==> config.mk <==
export PLATFORM = sky130hd
export DESIGN_NAME = max_stream_argmax
export DESIGN_NICKNAME = d
export VERILOG_FILES = /design/src/rtl/max_stream_argmax.sv
export SDC_FILE = /design/constraint.sdc
export NUM_CORES = 1
export LEC_CHECK = 0
export ABC_AREA = 1
export BUFFER_PORTS_ARGS = -buffer_cell sky130_fd_sc_hd__buf_2
export CAP_MARGIN = 20
export CORE_MARGIN = 10
export CORE_UTILIZATION = 61
export DETAILED_ROUTE_END_ITERATION = 6
export PLACE_DENSITY = 0.94
export SETUP_SLACK_MARGIN = 0.15
export SYNTH_ARGS = -nofsm -noshare
export SYNTH_HDL_FRONTEND = slang
export SYNTH_SLANG_ARGS = --single-unit
==> constraint.sdc <==
create_clock -name clk -period 3.8 [get_ports clk]
set_input_delay 0.76 -clock clk [delete_from_list [all_inputs] [get_ports clk]]
set_output_delay 0.76 -clock clk [all_outputs]
set_load 0.1 [all_outputs]
==> src/rtl/max_stream_argmax.sv <==
`default_nettype none
// ============================================================================
//  Module      : max_stream_argmax
//  Description : Streaming per-frame extreme-value finder. Samples arrive on
//                a valid/ready handshake; for each frame (terminated by
//                in_last) the block reports the maximum or minimum sample
//                and the 0-based beat index of its first occurrence. The
//                compare is signed or unsigned according to SIGNED.
//  Revision    : 1.0 - initial release
// ----------------------------------------------------------------------------
//  Parameters
//    WIDTH   : sample width in bits (>= 2)
//    IDX_W   : beat index / counter width (>= 1)
//    SIGNED  : 1 = two's-complement compare, 0 = unsigned compare
//  Ports
//    clk       in   rising-edge clock
//    rst       in   synchronous active-high reset
//    in_valid  in   sample present
//    in_ready  out  block can accept a sample (registered state only)
//    in_data   in   sample value
//    in_last   in   final beat of the frame
//    mode_min  in   0 = maximum, 1 = minimum (taken on first beat only)
//    out_valid out  frame result available
//    out_ready in   consumer accepts the result
//    out_val   out  extreme value of the frame
//    out_idx   out  beat index of first occurrence of out_val
//    out_ovf   out  frame held more than 2^IDX_W beats
// ============================================================================
module max_stream_argmax #(
    parameter int WIDTH  = 8,
    parameter int IDX_W  = 8,
    parameter bit SIGNED = 1'b0
) (
    input  logic             clk,
    input  logic             rst,
    input  logic             in_valid,
    output logic             in_ready,
    input  logic [WIDTH-1:0] in_data,
    input  logic             in_last,
    input  logic             mode_min,
    output logic             out_valid,
    input  logic             out_ready,
    output logic [WIDTH-1:0] out_val,
    output logic [IDX_W-1:0] out_idx,
    output logic             out_ovf
);

    typedef enum logic [0:0] {
        ACCUM = 1'b0,
        HOLD  = 1'b1
    } state_t;

    localparam logic [IDX_W-1:0] c_cnt_max = {IDX_W{1'b1}};
    localparam logic [IDX_W-1:0] c_cnt_one = IDX_W'(1);

    state_t           state_q, state_d;
    logic             first_q, first_d;
    logic             mode_q, mode_d;
    logic [WIDTH-1:0] best_q, best_d;
    logic [IDX_W-1:0] best_idx_q, best_idx_d;
    logic [IDX_W-1:0] cnt_q, cnt_d;
    // Set once a beat has been taken at the saturated index, i.e. the
    // previous beat index was already all-ones.
    logic             sat_q, sat_d;
    logic             ovf_q, ovf_d;
    logic [WIDTH-1:0] out_val_q, out_val_d;
    logic [IDX_W-1:0] out_idx_q, out_idx_d;
    logic             out_ovf_q, out_ovf_d;

    logic w_gt;
    logic w_lt;
    logic w_win;
    logic w_accept;
    logic w_cnt_sat;

    generate
        if (SIGNED) begin : g_signed
            assign w_gt = $signed(in_data) > $signed(best_q);
            assign w_lt = $signed(in_data) < $signed(best_q);
        end else begin : g_unsigned
            assign w_gt = in_data > best_q;
            assign w_lt = in_data < best_q;
        end
    endgenerate

    // Strict compare: ties never win, so the earliest index is kept.
    assign w_win     = mode_q ? w_lt : w_gt;
    assign w_accept  = in_valid && (state_q == ACCUM);
    assign w_cnt_sat = (cnt_q == c_cnt_max);

    always_comb begin
        state_d    = state_q;
        first_d    = first_q;
        mode_d     = mode_q;
        best_d     = best_q;
        best_idx_d = best_idx_q;
        cnt_d      = cnt_q;
        sat_d      = sat_q;
        ovf_d      = ovf_q;
        out_val_d  = out_val_q;
        out_idx_d  = out_idx_q;
        out_ovf_d  = out_ovf_q;

        case (state_q)
            ACCUM: begin
                if (w_accept) begin
                    if (first_q) begin
                        best_d     = in_data;
                        best_idx_d = '0;
                        cnt_d      = c_cnt_one;
                        mode_d     = mode_min;
                        ovf_d      = 1'b0;
                        sat_d      = 1'b0;
                        first_d    = 1'b0;
                    end else begin
                        if (w_win) begin
                            best_d     = in_data;
                            best_idx_d = cnt_q;
                        end
                        if (w_cnt_sat) begin
                            if (sat_q) begin
                                ovf_d = 1'b1;
                            end
                            sat_d = 1'b1;
                        end else begin
                            cnt_d = cnt_q + c_cnt_one;
                        end
                    end

                    // Result includes the last beat itself.
                    if (in_last) begin
                        out_val_d = best_d;
                        out_idx_d = best_idx_d;
                        out_ovf_d = ovf_d;
                        state_d   = HOLD;
                        first_d   = 1'b1;
                    end
                end
            end
            HOLD: begin
                if (out_ready) begin
                    state_d = ACCUM;
                end
            end
            default: begin
                state_d = ACCUM;
            end
        endcase
    end

    always_ff @(posedge clk) begin
        if (rst) begin
            state_q    <= ACCUM;
            first_q    <= 1'b1;
            mode_q     <= 1'b0;
            best_q     <= '0;
            best_idx_q <= '0;
            cnt_q      <= '0;
            sat_q      <= 1'b0;
            ovf_q      <= 1'b0;
            out_val_q  <= '0;
            out_idx_q  <= '0;
            out_ovf_q  <= 1'b0;
        end else begin
            state_q    <= state_d;
            first_q    <= first_d;
            mode_q     <= mode_d;
            best_q     <= best_d;
            best_idx_q <= best_idx_d;
            cnt_q      <= cnt_d;
            sat_q      <= sat_d;
            ovf_q      <= ovf_d;
            out_val_q  <= out_val_d;
            out_idx_q  <= out_idx_d;
            out_ovf_q  <= out_ovf_d;
        end
    end

    assign in_ready  = (state_q == ACCUM);
    assign out_valid = (state_q == HOLD);
    assign out_val   = out_val_q;
    assign out_idx   = out_idx_q;
    assign out_ovf   = out_ovf_q;

endmodule
`default_nettype wire

After elaboration in Yosys (flattened, before gate mapping)
Cells that the tools add are included.

Output and inout port bits: 19. Bits of input ports: 14. Bits in registers: 46. Logic and storage cells: 40.

Bitwise operators: 1. Add/subtract/negate cells: 1. Reductions and logical operators: 7. Mux-type cells: 16. $lt $le $gt $ge: 2. Equal/unequal tests: 2.

Operator list (number): $mux W8 (6); $reduce_and A3 Y1 (4); $mux W1 (9); $add A8 B1 Y8 const B (1); $eq A8 B8 Y1 const B (1); $gt A8 B8 Y1 (1); $lt A8 B8 Y1 (1); $ne A2 B2 Y1 const B (1); $pmux W1 S2 (1); $reduce_and A2 Y1 (1); $reduce_bool A2 Y1 (1); $logic_and A1 B1 Y1 (1); $not A1 Y1 (1).

Depth between registers and ports, before layout
Word-level depth: 4. Gate-level depth with buffers: 16. Mapped depth without buffers: 16.

Worst setup path before layout
No wires, ideal clock.

Kind: reg2reg. From: register state_q, in the netlist out_valid. To: register first_q. Clock period less this slack: 2.761 ns. Setup slack: 1.039 ns. Arrival time: 2.635 ns. Cell stages (with the launch flop): 9. Data required time: 3.675 ns. Setup time: 0.125 ns. Path through: dfxtp_1 -> inv_1 -> nand2_2 -> inv_1 -> nand2_1 -> nand2_1 -> inv_2 -> buf_2 -> o21ai_0.

Longest elaborated chain between the ends: 3.

RTL lines: from (decl) (line 56) `state_t state_q, state_d;`; from (signal assigned) (line 165) `state_q <= state_d;`; $not A1 Y1 (no source line) *; named net in_ready (line 37) `output logic in_ready,`; $logic_and A1 B1 Y1 (line 88) `assign w_accept = in_valid && (state_q == ACCUM);`; $reduce_and A2 Y1 (no source line) *; to (signal assigned) (line 166) `first_q <= first_d;`; to (decl) (line 57) `logic first_q, first_d;`.

Mark *: on every way through the listed nets, which the timed path passes. The rest lies on a longest branch. A chain may end at the register's enable or synchronous reset.

Worst setup path after layout
From: input port in_valid. To: register out_idx_q[1], in the netlist out_idx[1].

Longest elaborated chain between the ends: 2.

RTL lines: from (decl) (line 36) `input logic in_valid,`; $logic_and A1 B1 Y1 (line 88); $reduce_and A3 Y1 (no source line); to (signal assigned) (line 174) `out_idx_q <= out_idx_d;`; to (decl) (line 67) `logic [IDX_W-1:0] out_idx_q, out_idx_d;`.

Every way passes these cells.

==> impl_metrics.tcl <==
set metrics [dict create \
    status "complete, no violations" \
    syn_to_final_growth_pct 10.4 \
    dr.pass1.iters 4 \
    grt_pass1_vias 2062 \
    io_pins 33 \
    synth.cell_area_mm2 0.00234 \
    cts_buffer_depth 2 \
    fin_nets 371 \
    die-area_mm2 0.00672 \
    overflow 0 \
    wl_per_cell_um 13.6 \
    critPathLaunchType "input port" \
    fin_crit_sh 0.632 \
    grt_use_total 0.171 \
    setup_viol 0 \
    hold_viol 0 \
    postCtsSetupRepairBufs 0 \
    die_w_um 82.0 \
    place_hpwl_um 4080 \
    core_mm2 0.00369 \
    fin_worst_skew_ns 0.00349 \
    post-route-cell-area_mm2 0.00258 \
    grt_pass1_wl_um 9250 \
    final_max_slew_viol_count 0 \
    avgViaCountPerCell 5.35 \
    hold_path.class "reg -> reg" \
    drc_errors 0 \
    synth-seq-cells 46 \
    antenna_found_initial 0 \
    drive_gt1_frac 0.195 \
    root_buffer "clkbuf_8" \
    yosys_warnings 0 \
    required_ns 4.02 \
    yosys-top-cells-area "dfxtp_1, nand2_1, inv_1, nand3_1, a21oi_1" \
    synthesis.nets 341 \
    syn_area_per_cell_um2 7.36 \
    gp_congestion 0.941 \
    clk_pin_slew_ns 0.09 \
    htreeDepth 2 \
    worstMarginPinSlew_ns 0.860 \
    vias 2125 \
    post-place-ws_ns 1.14 \
    num_antenna_cells 0 \
    synth.top_cell.area_share 0.393 \
    pwr_density_cell_mw_per_mm2 417 \
    drt_iter0_markers 156 \
    ctsResizeCount 0 \
    cts_buffers 5 \
    fp-row-count 22 \
    total_power_uw 1080 \
    wl_um 5410 \
    finalCriticalPeriod_ns 2.40 \
    post-route-util 0.701 \
    clkLatencyLatePin_ns 0.30 \
    power.leakage_uw 0.00126 \
    syn_inst 318 \
    max_slew_margin 0.426 \
    drv_cap 0 \
    synth_area_leader_cell "dfxtp_1" \
    die_h_um 82.0 \
    ant_nets 0 \
    setup_slack_ns 1.40 \
    rsz0062_at_grt "false" \
    clock.fmax_mhz 417 \
    critPathMaxFanout 30 \
    placed_area_mm2 0.00249 \
    ir_worst_vdd_mv 0.297 \
    setup_tns_ns 0 \
    cts.sinks 46 \
    start_util 0.635 \
    endpoint_kind "register" \
    port_buffers 32 \
    ctsHoldBuffers 0 \
    crit_type "in -> reg" \
    yosysUniqueCellTypes 31 \
    cts_tree "built" \
    ys_seq_area_frac 0.393 \
    cp.arrival_ns 2.62 \
    grt_max_degree 31 \
]
## synth_stat cells, drive strengths merged
cell type  number
nand2          92
ha              9
nand4           1
buf             7
o21ai          24
nand3          39
xor2            1
inv            50
dfxtp          46
a21oi          26
clkbuf          2
o31ai           1
a211oi          2
nor2           14
o211a           1
a21o            1
nor3            2
## per-stage QoR
| stage | std cells | hold WS, ns |
|---|---|---|
| floorplan | 318 | 0.431 |
| global placement | 389 | 0.430 |
| global route | 397 | 0.474 |
| detailed placement | 389 | 0.438 |
| finish | 397 | 0.455 |
| CTS | 397 | 0.456 |
## power by group
group | internal, uW | total [uW] | switching [uW]
logic | 68.0 | 261 | 193
clock network | 129 | 298 | 169
registers | 506 | 519 | 13.5
## path summary, 6_finish.rpt
check	start	to	slack (ns)	cells past startpoint
worst max-delay path	in_valid	out_idx[1]$_SDFFE_PP0P_	1.40	7
worst min-delay path	out_ovf$_SDFFE_PP0P_	out_ovf$_SDFFE_PP0P_	0.45	2
worst max register to register	out_valid$_SDFF_PP0_	out_idx[1]$_SDFFE_PP0P_	1.52	7
worst min register to register	out_ovf$_SDFFE_PP0P_	out_ovf$_SDFFE_PP0P_	0.45	2
## cells in the final DEF, fill, tap and decap left out, types with 3 or more instances in the layout
master	count
nand2_2	7
clkbuf_8	5
nand3_2	10
dfxtp_1	46
o21ai_1	3
a21oi_1	25
nand2_4	3
ha_1	9
inv_1	49
nand2_1	81
nand3_1	28
o21ai_0	21
nor2_1	11
buf_2	32
## layer usage
metal | routed length [um] | GRT usage
met3 | 383 | 0.0459
met5 | 0 | 0
met1 | 2230 | 0.198
met4 | 150 | 0.0697
met2 | 2650 | 0.293
## state kept, by name, indices dropped and copies added, names as in the netlist, 8 cells and up
name and count:
best_q 8, cnt_q 8, best_idx_q 8, out_idx 8, out_val 8
## kinds of logic after synthesis
family / after synthesis / share of synthesized area
adder cells (fa/ha/maj): 9 / 0.0481
buffers and inverters: 59 / 0.109
flip-flops: 46 / 0.393
XOR/XNOR: 1 / 0.00374
AO/OA/AOI/OAI: 55 / 0.126
AND/OR/NAND/NOR: 148 / 0.321
## worst max-delay path, stage by stage
cell and delay (ns):
buf_2 0.08, nand2_2 0.14, inv_1 0.67, nand2_1 0.25
nor2_4 0.29, inv_1 0.20, o21ai_0 0.21
## area by class of cell
type	instances	area (um^2)
clock buffers	5	68.8
well taps	48	60.1
multi-input cells	213	1170
clock inverters	3	21.3
flip-flops and latches	46	921
inverters	50	188
fillers	316	1100
repair buffers	32	160
No activity file was read; power rests on OpenSTA's default activity.
